==> config.mk <==
export PLATFORM = sky130hd
export DESIGN_NAME = rtype_sequencer
export DESIGN_NICKNAME = d
export VERILOG_FILES = /design/src/rtl/rtype_seq_pkg.sv /design/src/rtl/rtype_decode.sv /design/src/rtl/rtype_sequencer.sv
export SDC_FILE = /design/constraint.sdc
export NUM_CORES = 1
export LEC_CHECK = 0
export CORE_AREA = 2 2 46 90
export CTS_CLUSTER_SIZE = 20
export DETAILED_ROUTE_END_ITERATION = 10
export DIE_AREA = 0 0 48 92
export PLACE_DENSITY = 0.85
export SYNTH_ARGS = -nofsm -noshare
export SYNTH_HDL_FRONTEND = slang
export SYNTH_HIERARCHICAL = 1
export SYNTH_SLANG_ARGS = --single-unit
==> constraint.sdc <==
create_clock -name clk -period 2.2 [get_ports clk]
set_input_delay 0.33 -clock clk [delete_from_list [all_inputs] [get_ports clk]]
set_output_delay 0.33 -clock clk [all_outputs]
set_load 0.005 [all_outputs]
==> src/rtl/rtype_seq_pkg.sv <==
// Shared types and constants for the R-type instruction sequencer.
package rtype_seq_pkg;

    // Sequencer states, 2-bit encoding.
    typedef enum logic [1:0] {
        StIdle   = 2'd0,
        StDecode = 2'd1,
        StExec   = 2'd2,
        StWb     = 2'd3
    } state_e;

    // R-type opcode field value.
    localparam logic [5:0] OpRtype  = 6'h00;

    // Func field codes.
    localparam logic [5:0] FuncAdd  = 6'h20;
    localparam logic [5:0] FuncAddu = 6'h21;
    localparam logic [5:0] FuncSub  = 6'h22;
    localparam logic [5:0] FuncSubu = 6'h23;
    localparam logic [5:0] FuncAnd  = 6'h24;
    localparam logic [5:0] FuncOr   = 6'h25;
    localparam logic [5:0] FuncXor  = 6'h26;
    localparam logic [5:0] FuncNor  = 6'h27;
    localparam logic [5:0] FuncSlt  = 6'h2A;
    localparam logic [5:0] FuncSltu = 6'h2B;

    // ALU control codes.
    localparam logic [3:0] AluAdd  = 4'b1010;
    localparam logic [3:0] AluAddu = 4'b0010;
    localparam logic [3:0] AluSub  = 4'b1110;
    localparam logic [3:0] AluSubu = 4'b0110;
    localparam logic [3:0] AluAnd  = 4'b0000;
    localparam logic [3:0] AluOr   = 4'b0001;
    localparam logic [3:0] AluXor  = 4'b0011;
    localparam logic [3:0] AluNor  = 4'b1100;
    localparam logic [3:0] AluSlt  = 4'b1101;
    localparam logic [3:0] AluSltu = 4'b1111;

endpackage

==> src/rtl/rtype_decode.sv <==
// Combinational Op/Func to ALU control decoder for supported R-type instructions.
module rtype_decode
    import rtype_seq_pkg::*;
(
    input  logic [5:0] op,
    input  logic [5:0] func,
    output logic [3:0] alu_cntl,
    output logic       legal
);

    // Map Func to ALU code; anything outside the table or non-zero Op is illegal.
    always_comb begin
        alu_cntl = AluAnd;
        legal    = 1'b1;
        case (func)
            FuncAdd:  alu_cntl = AluAdd;
            FuncAddu: alu_cntl = AluAddu;
            FuncSub:  alu_cntl = AluSub;
            FuncSubu: alu_cntl = AluSubu;
            FuncAnd:  alu_cntl = AluAnd;
            FuncOr:   alu_cntl = AluOr;
            FuncXor:  alu_cntl = AluXor;
            FuncNor:  alu_cntl = AluNor;
            FuncSlt:  alu_cntl = AluSlt;
            FuncSltu: alu_cntl = AluSltu;
            default:  legal    = 1'b0;
        endcase
        if (op != OpRtype) begin
            legal = 1'b0;
        end
    end

endmodule

==> src/rtl/rtype_sequencer.sv <==
// Multi-cycle R-type instruction sequencer: IDLE -> DECODE -> EXEC -> WB.
// Optional feature macro: RTYPE_SEQ_OVF_TRAP_EN (suppress overflowing add/sub writes).
module rtype_sequencer
    import rtype_seq_pkg::*;
(
    input  logic        clk,
    input  logic        reset,
    input  logic        instr_valid,
    output logic        instr_ready,
    input  logic [31:0] instr,
    output logic [4:0]  rs_addr,
    output logic [4:0]  rt_addr,
    output logic [4:0]  rd_addr,
    output logic [3:0]  alu_cntl,
    input  logic        alu_ovf,
    output logic        reg_write,
    output logic        busy,
    output logic        done,
    output logic        illegal,
    output logic        ovf_trap
);

    state_e      state_q, state_d;
    logic [31:0] instr_q;
    logic [3:0]  alu_cntl_q;
    // Low throughout reset, high from the first edge after release; gates instr_ready.
    logic        started_q;
    logic [3:0]  dec_alu_cntl;
    logic        dec_legal;
    logic        accept;
    logic        ovf_hit;

    rtype_decode u_decode (
        .op       (instr_q[31:26]),
        .func     (instr_q[5:0]),
        .alu_cntl (dec_alu_cntl),
        .legal    (dec_legal)
    );

    assign accept   = instr_valid && instr_ready;
    assign rs_addr  = instr_q[25:21];
    assign rt_addr  = instr_q[20:16];
    assign rd_addr  = instr_q[15:11];
    assign alu_cntl = alu_cntl_q;

`ifdef RTYPE_SEQ_OVF_TRAP_EN
    // Signed overflow only matters for add and sub; the unsigned forms never trap.
    assign ovf_hit = alu_ovf && ((instr_q[5:0] == FuncAdd) || (instr_q[5:0] == FuncSub));
    logic unused_shamt;
    assign unused_shamt = ^instr_q[10:6];
`else
    assign ovf_hit = 1'b0;
    logic unused_sig;
    assign unused_sig = alu_ovf ^ (^instr_q[10:6]);
`endif

    // State, instruction latch, ALU control register and ready-enable flag.
    always_ff @(posedge clk or negedge reset) begin
        if (!reset) begin
            state_q    <= StIdle;
            instr_q    <= 32'd0;
            alu_cntl_q <= 4'b0000;
            started_q  <= 1'b0;
        end else begin
            state_q   <= state_d;
            started_q <= 1'b1;
            if (accept) begin
                instr_q <= instr;
            end
            if ((state_q == StDecode) && dec_legal) begin
                alu_cntl_q <= dec_alu_cntl;
            end
        end
    end

    // Next state and per-state output pulses.
    always_comb begin
        state_d     = state_q;
        instr_ready = 1'b0;
        busy        = 1'b1;
        reg_write   = 1'b0;
        done        = 1'b0;
        illegal     = 1'b0;
        ovf_trap    = 1'b0;
        unique case (state_q)
            StIdle: begin
                busy        = 1'b0;
                instr_ready = started_q;
                if (accept) begin
                    state_d = StDecode;
                end
            end
            StDecode: begin
                if (dec_legal) begin
                    state_d = StExec;
                end else begin
                    illegal = 1'b1;
                    done    = 1'b1;
                    state_d = StIdle;
                end
            end
            StExec: begin
                state_d = StWb;
            end
            StWb: begin
                done      = 1'b1;
                ovf_trap  = ovf_hit;
                reg_write = (instr_q[15:11] != 5'd0) && !ovf_hit;
                state_d   = StIdle;
            end
            default: state_d = StIdle;
        endcase
    end

endmodule

==> results of run 1 <==
## final cells by class
class	count	area (um2)
Inverter	2	7.51
Timing Repair Buffer	55	559
Sequential cell	34	852
Clock buffer	8	110
Tap cell	51	63.8
Multi-Input combinational cell	64	656
Fill cell	305	1560
## layout by cell type (no fill, tap or decap), drive strengths merged
cell           count
nor3               3
inv                2
nor3b              2
a211oi             1
nor2               4
clkbuf             8
dfrtp             34
nand3b             1
dlymetal6s2s       1
buf                2
a21oi              2
and2               1
and3b              1
clkdlybuf4s50     51
or2                1
o21ai              2
mux2              31
o311a              1
conb               2
nor4               1
or3                2
o21ba              1
dlygate4sd2        1
nor4bb             1
nor2b              1
mux2i              1
and3               1
nand2b             3
a21boi             1
## repair_timing
action	CTS	global route
hold buffers	0	0
pin swaps	2	0
gates resized for setup	3	2
cloned	0	0
setup endpoints to repair	1	1
## logic make-up after synthesis
kind of cell / Yosys count / share of synthesized area (%)
flip-flops: 34 / 51.0
multiplexers: 32 / 25.8
AND/OR/NAND/NOR: 22 / 8.70
buffers and inverters: 21 / 10.7
AO/OA/AOI/OAI: 8 / 3.30
other: 2 / 0.450
## where the power goes
group          internal [mW]  switching (mW)
Sequential             0.905           0.253
Combinational          0.806           0.336
Clock                  0.316           0.208
## registers in the layout, summed over array words and instances (netlist names), named ones only
signal and flops:
alu_cntl 4, instr_q 27, started_q 1, state_q 1
## worst paths after layout
path	slack [ps]	cells past startpoint	start	end
setup / recovery	80	3	instr_q[12]$_DFFE_PN0P_	reg_write
hold / removal	470	2	reset	instr_q[20]$_DFFE_PN0P_
setup reg to reg	520	3	flip-flop	instr_q[16]$_DFFE_PN0P_
hold reg to reg	510	1	instr_q[4]$_DFFE_PN0P_	instr_q[4]$_DFFE_PN0P_
max in group asynchronous	1410	2	reset	instr_q[1]$_DFFE_PN0P_
min in group clk	510	1	instr_q[4]$_DFFE_PN0P_	instr_q[4]$_DFFE_PN0P_
## metrics by stage
| step | hold slack, ps | instances | utilization [%] |
|---|---|---|---|
| detailed placement | 486 | 206 | 55.9 |
| floorplan | 34.4 | 119 | - |
| CTS | 488 | 214 | 59.0 |
| global placement | 488 | 206 | 55.9 |
| finish | 467 | 214 | 59.1 |
| global route | 521 | 214 | 59.1 |
## layer usage
| metal | track usage (%) | vias to the layer above | share of wire [%] |
|---|---|---|---|
| met4 | 4.05 | 0 | 1.1 |
| met2 | 29.2 | 28 | 58 |
| met1 | 14.4 | 527 | 36 |
| met5 | 0 | - | 0 |
| li1 | - | 476 | - |
| met3 | 4.13 | 4 | 4.1 |
==> flow_summary.json, run 1 <==
{
  "run_status": "completed",
  "synth_area_per_cell_um2": 14.0,
  "critical_path.top_delay_family": "buffers and inverters",
  "final.min_clock_period_ps": 2120,
  "clock_latency_ps": 270,
  "drive_above_1_share_pct": 29.4,
  "worstPathCellList": "or3_1 > o311a_1 > clkdlybuf4s50_1",
  "yosys_warnings": 6,
  "route.detailed.vias_per_inst": 4.84,
  "power.density_cell_area_mw_per_mm2": 1260,
  "vdd_drop_max_mv": 0.845,
  "crit_path_max_fanout": 3,
  "synth-seq-cells": 34,
  "timing.critical_path.arrival_ps": 1790,
  "placement.io_buffers": 53,
  "netlist_area_mm2": 0.00167,
  "post_cts.repair.setup_buffers": 0,
  "place.detailed.hpwl_um": 2440,
  "final_report_setup_violation_count": 0,
  "grt_max_degree": 35,
  "hold_path_class": "in -> async",
  "drc": 0,
  "globalRoute.totalOverflow": 0,
  "setup-tns-final_ps": 0,
  "mappedNetlistNets": 155,
  "post-synth-top-area-cell": "sky130_fd_sc_hd__dfrtp_1",
  "hold_viol": 0,
  "start_kind": "flip-flop",
  "design.portCount": 61,
  "synth.area.top_cells": "sky130_fd_sc_hd__dfrtp_1 51%, sky130_fd_sc_hd__mux2_4 17%, sky130_fd_sc_hd__mux2_2 8.1%",
  "rows": 32,
  "timing.critical_path.slowest_stage_cell": "sky130_fd_sc_hd__clkdlybuf4s50_1",
  "rd_place_congestion": 0.678,
  "synth.top_cells.by_count": "34 x sky130_fd_sc_hd__dfrtp_1, 19 x sky130_fd_sc_hd__mux2_4, 16 x sky130_fd_sc_hd__buf_4",
  "cts_tree": "done",
  "synth_edf_count": 0,
  "dieWidth_um": 48,
  "die_area_mm2": 0.00442,
  "final_critical_path_setup_slack_ps": 79.5,
  "die_h_um": 92,
  "diodes": 0,
  "worst_setup_path_end_kind": "primary output",
  "worst_ep_required_time_ps": 1870,
  "grt_first_pass_wirelength_um": 4890,
  "routedWlPerCell_um": 15.3,
  "placed_area_mm2": 0.00213,
  "core_area_mm2": 0.00380,
  "critPathMaxStageDelay_ps": 460,
  "clock_path_buffers": 2,
  "grt_use_total_pct": 15.4,
  "ant_nets": 0,
  "criticalPathCategory": "reg -> out",
  "stdcell_area_mm2": 0.00225,
  "synth_cells": 119,
  "clk_root_buffer_cell": "sky130_fd_sc_hd__clkbuf_8",
  "yosys.cell_count.top_type": "sky130_fd_sc_hd__dfrtp_1",
  "wirelength_um": 3270,
  "finalPower_mw": 2.82,
  "synth.yosys.seq_area_share_pct": 51.0,
  "cts_htree_levels": 2,
  "synth_ff_type": "sky130_fd_sc_hd__dfrtp_1",
  "rsz0062_at_grt": "false",
  "yosys.area.top_type_share_pct": 51.0,
  "preCtsSetupSlack_ps": 220,
  "syn_to_final_growth_pct": 34.8,
  "grt_antenna_before_repair": 0,
  "length_of_the_first_detailed_routing_pass_in_iterations": 4,
  "via_count_of_the_first_global_routing_pass": 1114,
  "report.final.slew_viol_count": 0,
  "drt_iter0_markers": 11,
  "synth.lib_cells_used.distinct": 29,
  "worst_setup_hold_path_clk_slew_ps": 70,
  "critPathBufInv": 1,
  "maxCapViolCount": 0,
  "power.leakage_nw": 0.982,
  "final.period_utilization_pct": 96.4,
  "initial_core_util_pct": 43.8,
  "cts-buffers-inserted": 5,
  "timing.clock.skew_ps": 2.22,
  "fin_nets": 198,
  "detailroute.via_count": 1035,
  "asyncSetResetFlopFracSynth_pct": 100,
  "clock-sinks": 34,
  "max_freq_mhz": 472
}
Note: power is estimated with default switching activity, not from simulation.
==> inputs of run 2 (changes only) <==
CORE_AREA = 2 2 45 89   (was 2 2 46 90)
CTS_CLUSTER_DIAMETER = 120   (was unset)
DIE_AREA = 0 0 47 91   (was 0 0 48 92)
PLACE_DENSITY = 0.87   (was 0.85)
SYNTH_HIERARCHICAL = unset   (was 1)
==> run 2 against run 1 <==
Against the previous run: register-to-register slack improved by 20 ps; clock-buffer cell count fell by 1; total power down 35%; global-route usage is 3.5 points higher; routed wire length decreased by 0.46%; flip-flop and latch count is the same; setup slack got worse by 12 ps; area after synthesis shrank 1.9%; synthesized cell count up 1.7%; critical path type unchanged; largest cell class unchanged.
==> flow_summary.json, run 2 <==
{
  "run_status": "completed",
  "synth_cells": 121,
  "clock_path_buffers": 2,
  "rows": 31,
  "power.density_cell_area_mw_per_mm2": 830,
  "yosys.area.top_type_share_pct": 52.0,
  "most_common_cell_after_layout_fill_and_taps_aside": "sky130_fd_sc_hd__clkdlybuf4s50_1",
  "grt_max_degree": 35,
  "final_report_setup_violation_count": 0,
  "critPathBufInv": 1,
  "die_area_mm2": 0.00428,
  "synth_ff_type": "sky130_fd_sc_hd__dfrtp_1",
  "grt_first_pass_wirelength_um": 5710,
  "yosys.cell_count.top_type": "sky130_fd_sc_hd__dfrtp_1",
  "ant_nets": 0,
  "synth.yosys.seq_area_share_pct": 52.0,
  "detailroute.via_count": 1032,
  "start_kind": "flip-flop",
  "max_freq_mhz": 469,
  "length_of_the_first_detailed_routing_pass_in_iterations": 3,
  "synth_area_per_cell_um2": 13.5,
  "clock-sinks": 34,
  "rd_place_congestion": 0.738,
  "cts_htree_levels": 2,
  "via_count_of_the_first_global_routing_pass": 1192,
  "synth-seq-cells": 34,
  "drt_iter0_markers": 9,
  "critPathMaxStageDelay_ps": 450,
  "max_ffs_per_register": 27,
  "design.portCount": 61,
  "finalPower_mw": 1.83,
  "hold_path_class": "in -> async",
  "drive_above_1_share_pct": 29.7,
  "core_area_mm2": 0.00357,
  "finalHoldWorstSlack_ps": 446,
  "grt_use_total_pct": 18.9,
  "route.detailed.vias_per_inst": 4.82,
  "diodes": 0,
  "report.final.slew_viol_count": 0,
  "worst_ep_required_time_ps": 1870,
  "die_h_um": 91,
  "dieWidth_um": 47,
  "synth_edf_count": 0,
  "hold_viol": 0,
  "criticalPathCategory": "reg -> out",
  "final.period_utilization_pct": 96.9,
  "netlist_area_mm2": 0.00164,
  "yosys_warnings": 0,
  "power.leakage_nw": 0.914,
  "crit_path_max_fanout": 3,
  "wirelength_um": 3260,
  "place.detailed.hpwl_um": 2480,
  "routedWlPerCell_um": 15.2,
  "mappedNetlistNets": 157,
  "cts_tree": "done",
  "setup-tns-final_ps": 0,
  "maxCapViolCount": 0,
  "worst_setup_hold_path_clk_slew_ps": 70,
  "placement.io_buffers": 53,
  "clk_root_buffer_cell": "sky130_fd_sc_hd__clkbuf_8",
  "layout.core_utilization_pct": 61.7,
  "timing.critical_path.slowest_stage_cell": "sky130_fd_sc_hd__clkdlybuf4s50_1",
  "timing.critical_path.arrival_ps": 1800,
  "syn_to_final_growth_pct": 34.5,
  "initial_core_util_pct": 45.9,
  "synth.lib_cells_used.distinct": 32,
  "synth.area.top_cells": "sky130_fd_sc_hd__dfrtp_1 52%, sky130_fd_sc_hd__mux2_2 16%, sky130_fd_sc_hd__buf_4 7.8%",
  "hold_buffers": 0,
  "critical_path.top_delay_family": "buffers and inverters",
  "asyncSetResetFlopFracSynth_pct": 100,
  "timing.clock.skew_ps": 5.21,
  "fin_nets": 200,
  "vdd_drop_max_mv": 0.685,
  "post-synth-top-area-cell": "sky130_fd_sc_hd__dfrtp_1",
  "cts-buffers-inserted": 5,
  "worst_setup_path_end_kind": "primary output",
  "clock_latency_ps": 280,
  "drc": 0,
  "rsz0062_at_grt": "false",
  "final_cell_mix": "53 x sky130_fd_sc_hd__clkdlybuf4s50_1, 32 x sky130_fd_sc_hd__dfrtp_1, 23 x sky130_fd_sc_hd__mux2_2",
  "synth.top_cells.by_count": "34 x sky130_fd_sc_hd__dfrtp_1, 23 x sky130_fd_sc_hd__mux2_2, 17 x sky130_fd_sc_hd__buf_4",
  "grt_antenna_before_repair": 0,
  "globalRoute.totalOverflow": 0,
  "final.min_clock_period_ps": 2130,
  "largest-register": "instr_q",
  "worstPathCellList": "or3_1 > o311a_1 > clkdlybuf4s50_1"
}
[run 2: changes by cell type in the layout (fill, tap and decap cells not counted), moves of 2 or more]
cell and change:
sky130_fd_sc_hd__o21ai_1 -2, sky130_fd_sc_hd__nor3_1 -2, sky130_fd_sc_hd__clkbuf_1 +2, sky130_fd_sc_hd__nor2b_1 +2, sky130_fd_sc_hd__buf_4 +2, sky130_fd_sc_hd__or2b_1 +2, sky130_fd_sc_hd__mux2_2 +11, sky130_fd_sc_hd__clkdlybuf4s50_1 +2
sky130_fd_sc_hd__o22ai_1 +2, sky130_fd_sc_hd__clkbuf_8 -3, sky130_fd_sc_hd__o21ai_0 +4, sky130_fd_sc_hd__nand2_1 +2, sky130_fd_sc_hd__mux2_4 -12
[run 2: power by group]
group	internal (mW)	total, mW	switching (mW)
clock	0.339	0.558	0.219
sequential	0.735	0.827	0.0924
combinational	0.303	0.441	0.138
[run 2: repair_timing]
| action | CTS | global route |
|---|---|---|
| gates resized for setup | 3 | 0 |
| pin swaps | 1 | 2 |
| setup endpoints to repair | 2 | 2 |
| setup buffers | 1 | 1 |
| endpoints found under the hold margin | 0 | 0 |
[run 2: layout make-up]
class,instances,area [um2]
inverter,1,3.75
timing repair buffer,56,553
fill,286,1370
clock buffer,7,76.3
sequential,34,853
tap,49,61.3
multi-input combinational,66,623
clock inverter,1,30.0
[run 2: routing by layer]
metal  part of all wire, %  GRT usage, %  wire length, um  vias up
met2                    58          32.0             1890       37
met4                   2.1          8.33               70        0
met3                   6.2          6.16              203        5
met5                     0             0                0        -
li1                      -             -                -      483
met1                    34          19.8             1100      507
[run 2: cell families after synthesis]
family          after synthesis  share of synthesized area (%)
compound gates               12                           5.12
buf+inv                      21                           10.5
flops                        34                           52.0
mux                          30                           22.2
other cells                   2                          0.459
simple gates                 22                           9.71
[run 2: final timing paths]
| check | start | end | slack [ps] | cells past startpoint |
|---|---|---|---|---|
| max reg2reg | instr_q[29]$_DFFE_PN0P_ | alu_cntl[0]$_DFFE_PN0P_ | 540 | 5 |
| max | instr_q[12]$_DFFE_PN0P_ | reg_write | 70 | 3 |
| min | reset | instr_q[4]$_DFFE_PN0P_ | 450 | 2 |
| min in group clk | alu_cntl[3]$_DFFE_PN0P_ | alu_cntl[3]$_DFFE_PN0P_ | 510 | 1 |
| min reg2reg | alu_cntl[3]$_DFFE_PN0P_ | alu_cntl[3]$_DFFE_PN0P_ | 510 | 1 |
| max in group asynchronous | reset | instr_q[2]$_DFFE_PN0P_ | 1420 | 2 |
[run 2: through the flow]
stage / instances / cell area (um2) / setup WS, ps
3_5_place_dp: 204 / 2070 / 245
6_report: 214 / 2200 / 67.8
5_1_grt: 214 / 2200 / 4.99
4_1_cts: 213 / 2190 / -13.1
2_1_floorplan: 121 / 1640 / 718
3_3_place_gp: 204 / 2070 / 257
==> inputs of run 3 (changes only) <==
CTS_CLUSTER_SIZE = 14   (was 20)
==> results of run 3 <==
Final layout, timing and power as in run 2 (identical DEF).
